===== src/rtl/micro_sequencer.sv =====
// Micro-PC sequencer: increment/branch/dispatch/return-to-fetch with memory wait and halt handling.
// Latency: upc updates one cycle after the controlling microword; mem_req/stall are combinational.
// Backpressure: mem_op without mem_ready stalls the upc; a wait of MEM_TIMEOUT cycles halts with err=1.
module micro_sequencer #(
    parameter logic [4:0] FETCH_ADDR   = 5'd0,
    parameter logic [4:0] ILLEGAL_ADDR = 5'd31,
    parameter int unsigned MEM_TIMEOUT = 15
) (
    input  logic       clk,
    input  logic       rst_n,
    input  logic       run,
    input  logic [4:0] map_addr,
    input  logic [1:0] next_sel,
    input  logic [4:0] branch_addr,
    input  logic       z_flag,
    input  logic       mem_op,
    input  logic       mem_ready,
    output logic [4:0] upc,
    output logic       upc_valid,
    output logic       mem_req,
    output logic       stall,
    output logic       halted,
    output logic       err,
    output logic [7:0] instr_cnt
);

    localparam logic [1:0] S_IDLE    = 2'd0;
    localparam logic [1:0] S_RUN     = 2'd1;
    localparam logic [1:0] S_MEMWAIT = 2'd2;
    localparam logic [1:0] S_HALT    = 2'd3;

    localparam logic [1:0] SEL_INC    = 2'b00;
    localparam logic [1:0] SEL_FETCH  = 2'b01;
    localparam logic [1:0] SEL_BRZ    = 2'b10;
    localparam logic [1:0] SEL_DISP   = 2'b11;

    localparam logic [7:0] TIMEOUT_CNT = 8'(MEM_TIMEOUT);

    logic [1:0] state;
    logic [7:0] wait_cnt;

    logic [4:0] adv_upc;
    logic [1:0] adv_state;
    logic       adv_cnt_inc;

    assign upc_valid = (state == S_RUN) || (state == S_MEMWAIT);
    assign halted    = (state == S_HALT);
    assign mem_req   = upc_valid & mem_op;
    assign stall     = upc_valid & mem_op & ~mem_ready;

    // Where the sequencer goes once the current microword is allowed to complete.
    always_comb begin
        adv_upc     = upc + 5'd1;
        adv_state   = S_RUN;
        adv_cnt_inc = 1'b0;
        case (next_sel)
            SEL_INC: begin
                adv_upc = upc + 5'd1;
            end
            SEL_FETCH: begin
                adv_upc     = FETCH_ADDR;
                adv_cnt_inc = 1'b1;
                adv_state   = run ? S_RUN : S_IDLE;
            end
            SEL_BRZ: begin
                adv_upc = z_flag ? branch_addr : (upc + 5'd1);
            end
            SEL_DISP: begin
                if (map_addr == ILLEGAL_ADDR) begin
                    adv_upc   = upc;
                    adv_state = S_HALT;
                end else begin
                    adv_upc = map_addr;
                end
            end
            default: begin
                adv_upc = upc + 5'd1;
            end
        endcase
    end

    always_ff @(posedge clk or negedge rst_n) begin
        if (!rst_n) begin
            state     <= S_IDLE;
            upc       <= FETCH_ADDR;
            err       <= 1'b0;
            instr_cnt <= 8'd0;
            wait_cnt  <= 8'd0;
        end else begin
            case (state)
                S_IDLE: begin
                    upc <= FETCH_ADDR;
                    if (run) begin
                        state <= S_RUN;
                    end
                end
                S_RUN: begin
                    if (stall) begin
                        state    <= S_MEMWAIT;
                        wait_cnt <= 8'd1;
                    end else begin
                        state <= adv_state;
                        upc   <= adv_upc;
                        if (adv_cnt_inc) begin
                            instr_cnt <= instr_cnt + 8'd1;
                        end
                    end
                end
                S_MEMWAIT: begin
                    // A ready arriving on the timeout cycle still completes normally.
                    if (mem_ready) begin
                        state    <= adv_state;
                        upc      <= adv_upc;
                        wait_cnt <= 8'd0;
                        if (adv_cnt_inc) begin
                            instr_cnt <= instr_cnt + 8'd1;
                        end
                    end else if (wait_cnt >= TIMEOUT_CNT) begin
                        state    <= S_HALT;
                        err      <= 1'b1;
                        wait_cnt <= 8'd0;
                    end else begin
                        wait_cnt <= wait_cnt + 8'd1;
                    end
                end
                default: begin
                    state <= S_HALT;
                end
            endcase
        end
    end

endmodule


===== config.mk =====
export PLATFORM = sky130hd
export DESIGN_NAME = micro_sequencer
export DESIGN_NICKNAME = d
export VERILOG_FILES = /design/src/rtl/micro_sequencer.sv
export SDC_FILE = /design/constraint.sdc
export NUM_CORES = 1
export LEC_CHECK = 0
export ABC_AREA = 1
export CAP_MARGIN = 10
export CORE_MARGIN = 10
export CORE_UTILIZATION = 45
export DETAILED_ROUTE_END_ITERATION = 10
export PLACE_DENSITY = 0.73
export SETUP_SLACK_MARGIN = 0.4
export SLEW_MARGIN = 0
export SYNTH_ARGS = -nofsm -noshare
export SYNTH_HDL_FRONTEND = slang
export SYNTH_SLANG_ARGS = --single-unit

===== constraint.sdc =====
create_clock -name clk -period 1.8 [get_ports clk]
set_input_delay 0.36 -clock clk [delete_from_list [all_inputs] [get_ports clk]]
set_output_delay 0.36 -clock clk [all_outputs]
set_load 0.02 [all_outputs]

==> results of run 1 <==
-- registers in the layout, indices dropped and copies added (netlist names) --
register,count
err,1
instr_cnt,8
state,2
upc,5
wait_cnt,8
-- kinds of logic after synthesis --
| family | Yosys count | synth area share (%) |
|---|---|---|
| AO/OA/AOI/OAI | 20 | 6.75 |
| XOR/XNOR | 6 | 3.46 |
| adder cells (fa/ha/maj) | 7 | 5.76 |
| buffers and inverters | 33 | 8.48 |
| flip-flops | 24 | 39.5 |
| AND/OR/NAND/NOR | 122 | 36.0 |
-- metal layers --
| metal | vias up | GRT usage, % | wire length, um |
|---|---|---|---|
| met5 | - | 0 | 0 |
| met4 | 0 | 3.94 | 28 |
| met3 | 4 | 2.96 | 140 |
| met2 | 25 | 26.7 | 2450 |
| met1 | 742 | 15.0 | 1750 |
| li1 | 820 | - | - |
-- metrics by stage --
step	util (%)	area, um2	worst slack, ns	instances	hold WS, ns
5_1_grt	74.1	2450	0.0833	335	0.401
4_1_cts	72.5	2400	0.168	328	0.409
3_3_place_gp	61.0	2020	-0.175	303	0.476
6_report	74.1	2450	0.154	335	0.393
2_1_floorplan	-	1540	0.370	212	0.0644
3_5_place_dp	61.0	2020	-0.182	303	0.480
-- cell usage in the layout (no fill, tap or decap), types with 4 or more instances in the layout --
master	count
sky130_fd_sc_hd__clkdlybuf4s50_1	16
sky130_fd_sc_hd__a21oi_1	6
sky130_fd_sc_hd__dfrtp_1	23
sky130_fd_sc_hd__ha_4	4
sky130_fd_sc_hd__nand2_4	4
sky130_fd_sc_hd__nand3_1	11
sky130_fd_sc_hd__inv_2	8
sky130_fd_sc_hd__nor2_1	19
sky130_fd_sc_hd__clkdlybuf4s15_2	5
sky130_fd_sc_hd__buf_4	25
sky130_fd_sc_hd__nor2_4	4
sky130_fd_sc_hd__inv_1	23
sky130_fd_sc_hd__nand2_1	65
sky130_fd_sc_hd__nand2_2	5
sky130_fd_sc_hd__buf_6	15
sky130_fd_sc_hd__o21ai_1	4
sky130_fd_sc_hd__buf_2	9
-- critical path: stages, from the launching register on --
cell,delay (ns)
sky130_fd_sc_hd__dfrtp_1,0.39
sky130_fd_sc_hd__inv_2,0.06
sky130_fd_sc_hd__ha_4,0.29
sky130_fd_sc_hd__nand2_1,0.05
sky130_fd_sc_hd__inv_1,0.07
sky130_fd_sc_hd__buf_6,0.11
-- final timing paths --
path | endpoint | depth (start not counted) | from
worst max register to register | instr_cnt[4] | 12 | state[0]
worst max-delay path | mem_req | 5 | state[0]
max in group asynchronous | upc[2] | 2 | rst_n
min in group clk | wait_cnt[5] | 2 | wait_cnt[5]
worst min-delay path | upc[0] | 2 | rst_n
worst min register to register | wait_cnt[5] | 2 | wait_cnt[5]
-- timing repair --
action                                  4_1_cts  5_1_grt
pin swaps                                    21       15
endpoints found under the hold margin         0        0
resized for setup                           107       23
endpoints found under the setup margin       37       39
setup buffers                                21        7
gates cloned                                  1        0
-- final cells by class --
type / instances / share of cell area (%)
inverter: 33 / 5.66
sequential: 24 / 24.5
timing repair buffer: 73 / 26.6
multi-input combinational: 156 / 39.9
tap: 46 / 2.35
clock buffer: 3 / 0.918
-- power by group --
group | total (mW) | internal [mW] | switching, mW
Sequential | 0.805 | 0.687 | 0.118
Clock | 0.226 | 0.0784 | 0.148
Combinational | 2.32 | 1.08 | 1.24
==> results summary, run 1 <==
The layout net count came out at ~320. In this run, post-CTS hold repair placed 0 buffers. The sort of element at the start of the critical path is a register. The count of input and output buffers came out at 35.

In the final layout, the share of cells above drive strength 1 is approximately a third. The normalized max-slew margin came out at 79.5%. The number of antenna violations at the first check in global routing came to 0. The data arrival time of the worst path came out at around 1.3 ns. The number of inserted diodes is 0. The number of warnings reported in the yosys synthesis log is 0. The setup TNS after final layout came out at 0 ns. Synthesis handed over a netlist of between 200 and 250 instances. The deepest level of the CTS H-tree came out at 1. The transition time at the pin with the least slew margin is just over 0.3 ns.

Buffers inserted during clock tree synthesis total 3. The cell area after technology mapping is ~1500 um2. For the worst setup path, the data required time is 1.44 ns. The path class of the tightest hold or removal check is input pin to asynchronous set/reset pin. For this run, the register share of the synthesized area comes to 39.5%. The layout overhead on the synthesized area is 61.3%. CTS placed an instance of sky130_fd_sc_hd__clkbuf_4 at the clock tree root. The first-pass GRT wire length is roughly 7100 um. The average footprint of a synthesized cell is between 7 and 8 um2. Setup violations remaining at the end of the flow were counted as 0. The fraction of post-synthesis cell area in the top cell type by area is 39.5%.

The filler cell count came out at 261. The worst-skew pair later-pin latency is between 0.3 and 0.4 ns. In this run the power density over the cells is ~1400 nW/um2. Of all cell types, the one taking the most synthesized area is sky130_fd_sc_hd__dfrtp_1.

The post-synthesis async set-or-reset flop share is 100%. The max-cap violation count is 0. The minimum period implied by the final worst setup slack is about 1.6 ns.

The max-slew violation count was 0. The completed layout was analyzed and its total power is 3.35 mW. The length of the first detailed-routing pass in iterations is 4. Global routing consumed, over all layers together, 14.0% of the routing resources. The net count after synthesis is approximately 240. The kind of critical path is register to output port. TritonCTS built the clock tree.

The total of flip-flops plus latches after synthesis is 24. In this run the horizontal extent of the chip is approximately 78 um. Entering global routing, the biggest net connects 25 pins. The number of routed nets with antenna violations came out at 0. The clock net sink count came out at 24.

The site row count is 21. After synthesis, the most frequently instantiated cells are sky130_fd_sc_hd__nand2_1 (70), sky130_fd_sc_hd__inv_1 (28), sky130_fd_sc_hd__dfrtp_1 (24). The number of flops mapped to enable cells by yosys came out at 0. The multi-input combinational cell area came out at between 900 and 1000 um2. The total global routing overflow came out at 0.

The final HPWL from detailed placement came out at roughly 2800 um. The number of global-route vias before repair came out at approximately 1,600. The floorplan step defined a die boundary enclosing slightly above 6000 um2. The number of remaining DRC errors came out at 0. The initial utilization of the core area, before any placement, comes to a little under half. After clock tree synthesis, the clock-pin slew on the worst setup and hold paths is 0.12 ns.

For the final database, setup skew stands at between 0.004 and 0.005 ns. The largest buffer count on any clock path came out at 2. The area of all sequential standard cells came out at roughly 600 um2. VDD sags by at most roughly 1.1 mV. Setup slack on the worst reg-to-reg path comes out at ~0.16 ns. The placer's final routability congestion estimate is 0.827. The number of unique standard cell types used by synthesis is 24. The final wirelength is 4380 um. 36 I/O pins were placed. The worst setup path is captured at an output port. Based on the critical path, the design can be clocked at up to between 600 and 700 MHz.

The static leakage is ~1.3 nW. In the final routed layout, each cell accounts on average for around 13 um. Of the available clock period, the critical path in the final layout requires roughly nine tenths. The first routing iteration left 56 violations. The mean number of vias per cell came out at approximately 4.7. Setup repair after global routing could not meet its margin everywhere. The maximum fanout encountered on the critical timing path is 4.

The die span in y is around 80 um. The number of vias after detailed routing is approximately 1,600. The most common cell in the synthesized netlist is sky130_fd_sc_hd__nand2_1.

Sorting the synthesized cells by area gives the leading types as sky130_fd_sc_hd__dfrtp_1 (40%), sky130_fd_sc_hd__nand2_1 (17%), sky130_fd_sc_hd__inv_1 (6.9%). The commonest register cell after synthesis is sky130_fd_sc_hd__dfrtp_1. The final hold violation count came out at 0.

The run finished with clean final reports. In this run the standard cell core region covers roughly 3300 um2.
No activity file was read; power rests on OpenSTA's default activity.
==> run 2: changes to the inputs <==
==> constraint.sdc (replaced) <==
create_clock -name clk -period 1.57 [get_ports clk]
set_input_delay 0.314 -clock clk [delete_from_list [all_inputs] [get_ports clk]]
set_output_delay 0.314 -clock clk [all_outputs]
set_load 0.02 [all_outputs]
==> results summary, run 2 (synthesized netlist as in run 1, its figures left out) <==
The max-slew violation count is 0. The minimum period implied by the final worst setup slack is between 1.5 and 2 ns. The largest buffer count on any clock path is 2. The cell total after placement is 313. Max-cap violations in this run came to 0. The flow ran to the end, but the final reports show violations. The die covers roughly 6100 um2. The worst-skew pair later-pin latency is 0.32 ns. The deepest level of the CTS H-tree is 1. The clock net sink count is 24. From left edge to right edge, the die measures between 70 and 80 um. The number of cells traversed by the worst register-to-register path is 11. The static leakage came out at approximately 1.3 nW. The slowest stage of the critical path belongs to the cell sky130_fd_sc_hd__dfrtp_1. The mean number of vias per cell is approximately 4.8. The maximum fanout encountered on the critical timing path came out at 5. Static timing analysis puts the maximum clock frequency at 600 MHz.

Data on the critical path arrives at its endpoint at roughly 1.9 ns. Global routing consumed, over all layers together, 13.1% of the routing resources. The number of non-filler instances in the completed layout came out at roughly 340.

The initial utilization of the core area, before any placement, comes to a little under half. After layout, the worst path uses 106% of the clock period. The normalized max-slew margin is roughly four fifths. The flop-to-flop setup slack came out at -0.1 ns. The number of remaining DRC errors is 0. The final hold violation count is 0. The maximum number of pins on one net before global-route repair is 25. TritonCTS built the clock tree.

The site row count is 21. The final design utilization came out at 78.8%. The worst register-to-register path begins at state[1].

The length of the first detailed-routing pass in iterations is 4. Setup repair after global routing could not meet its margin everywhere. The clock transition time at the flip-flop clock pins of the worst setup and hold paths is 0.14 ns. The most frequent standard cell in the layout excluding fill and tap cells is sky130_fd_sc_hd__nand2_1. The count of input and output buffers came out at 35.

The number of buffers and inverters on the critical path is 5. The first-pass GRT wire length is approximately 6800 um. By instance count, the cell type seen most on the critical path is sky130_fd_sc_hd__buf_6.

The worst voltage drop across the vdd grid came out at around 1.3 mV. The total global routing overflow came out at 0. The largest registers in the layout are instr_cnt: 8 flops, wait_cnt: 8 flops, upc: 5 flops. The kind of cell with the highest combined delay on the critical path is buffers and inverters. Across all setup checks in the final design, the least slack found is -0.0961 ns. STA classifies the critical path startpoint as a register. The kind of critical path is register to register. The layout overhead on the synthesized area is 71.6%.

The final wirelength is between 4000 and 5000 um. The number of global-route vias before repair came out at roughly 1,500. The number of antenna violations at the first check in global routing is 0. The setup TNS after final layout is -0.903 ns.

The average wire per cell in the routed design is approximately 13 um. For this block, the via count after detailed routing is around 1,600. The die span in y is about 80 um. The class of the worst hold path is input pin to asynchronous set/reset pin.

The number of clock buffers inserted by TritonCTS came out at 3. The core box area is approximately 3300 um2. On the worst path, the slowest cell contributes a delay of 0.43 ns. The library cells used most frequently in the layout, excluding fill and tap cells, are sky130_fd_sc_hd__nand2_1 (56), sky130_fd_sc_hd__buf_4 (32), sky130_fd_sc_hd__buf_6 (31). In this run the count of I/O pins placed on the die edge is 36. The number of inserted diodes is 0. Clock tree synthesis selected as its root buffer the cell sky130_fd_sc_hd__clkbuf_4. In the final layout, the share of cells above drive strength 1 is about two fifths. Setup violations remaining at the end of the flow were counted as 17. The critical path required time came out at 1.78 ns. The endpoint type of the worst setup path is a register. The endpoint identified for the worst register-to-register timing path is upc[1].

The signal on the critical path passes through buf_6 > buf_6 > ha_4 > buf_6 > a21oi_2 > buf_4 > nand2_1 > inv_2 > nand2_4 > nand2_2 > o21ai_1. The detailed router's first-iteration violation count came out at roughly 50. Once detail routing completed, the nets flagged for antenna violations numbered 0. The layout net count is roughly 320. The placer's final routability congestion estimate is approximately 0.81. The checks that failed: setup timing. The post-route clock skew came out at between 0.002 and 0.0025 ns. The transition time at the pin with the least slew margin came out at a little over 0.3 ns. The final HPWL from detailed placement is between 2000 and 3000 um. In this run the power density over the cells is 1630 nW/um2.
run 2: cell types whose count changed in the layout (fill, tap and decap cells not counted), sizes merged:
cell,change
clkdlybuf4s50,+1
bufinv,+1
buf,+13
clkdlybuf4s15,-5
clkbuf,-1
dlygate4sd2,-1
run 2: where the power goes:
| group | switching [mW] | internal (mW) |
|---|---|---|
| clock network | 0.197 | 0.258 |
| logic | 1.47 | 1.39 |
| registers | 0.142 | 0.785 |
run 2: per-layer routing:
| metal | vias to the layer above | GRT usage, % | part of all wire, % |
|---|---|---|---|
| met2 | 27 | 24.4 | 56 |
| met4 | 0 | 2.69 | 1.4 |
| met5 | - | 0 | 0 |
| met1 | 772 | 14.9 | 39 |
| li1 | 835 | - | - |
| met3 | 8 | 2.62 | 3.6 |
run 2: how the worst max path moves through the flow:
stage | startpoint | to | depth (start not counted) | slack, ns
4_1_cts | state[1] | stall | 5 | -0.03
5_1_grt | state[1] | upc[3] | 9 | -0.19
3_5_place_dp | mem_op | stall | 4 | -0.33
6_report | state[1] | upc[1] | 11 | -0.1
3_3_place_gp | mem_op | stall | 4 | -0.31
2_1_floorplan | state[1] | wait_cnt[0] | 9 | 0.14
run 2: layout make-up:
type / instances / area [um2]
multi-input cells: 156 / 1010
clock buffers: 3 / 22.5
fillers: 232 / 702
repair buffers: 80 / 759
flip-flops and latches: 24 / 601
well taps: 46 / 57.6
clock inverters: 1 / 30.0
inverters: 33 / 131
run 2: what timing repair did:
action,in CTS,in global routing
cloned,1,0
endpoints found under the setup margin,42,42
hold buffers,0,0
buffers inserted,15,10
pin swaps,12,21
resized for setup,139,40
run 2: stage by stage:
stage,hold slack (ns),setup WS (ns),power (mW),instance area [um2]
final,0.331,-0.0961,4.24,2610
after global routing,0.322,-0.190,4.55,2610
after CTS,0.346,-0.0343,3.79,2400
after detailed placement,0.461,-0.334,2.89,2100
after global placement,0.448,-0.311,2.84,2100
after floorplan,0.0184,0.144,2.07,1540
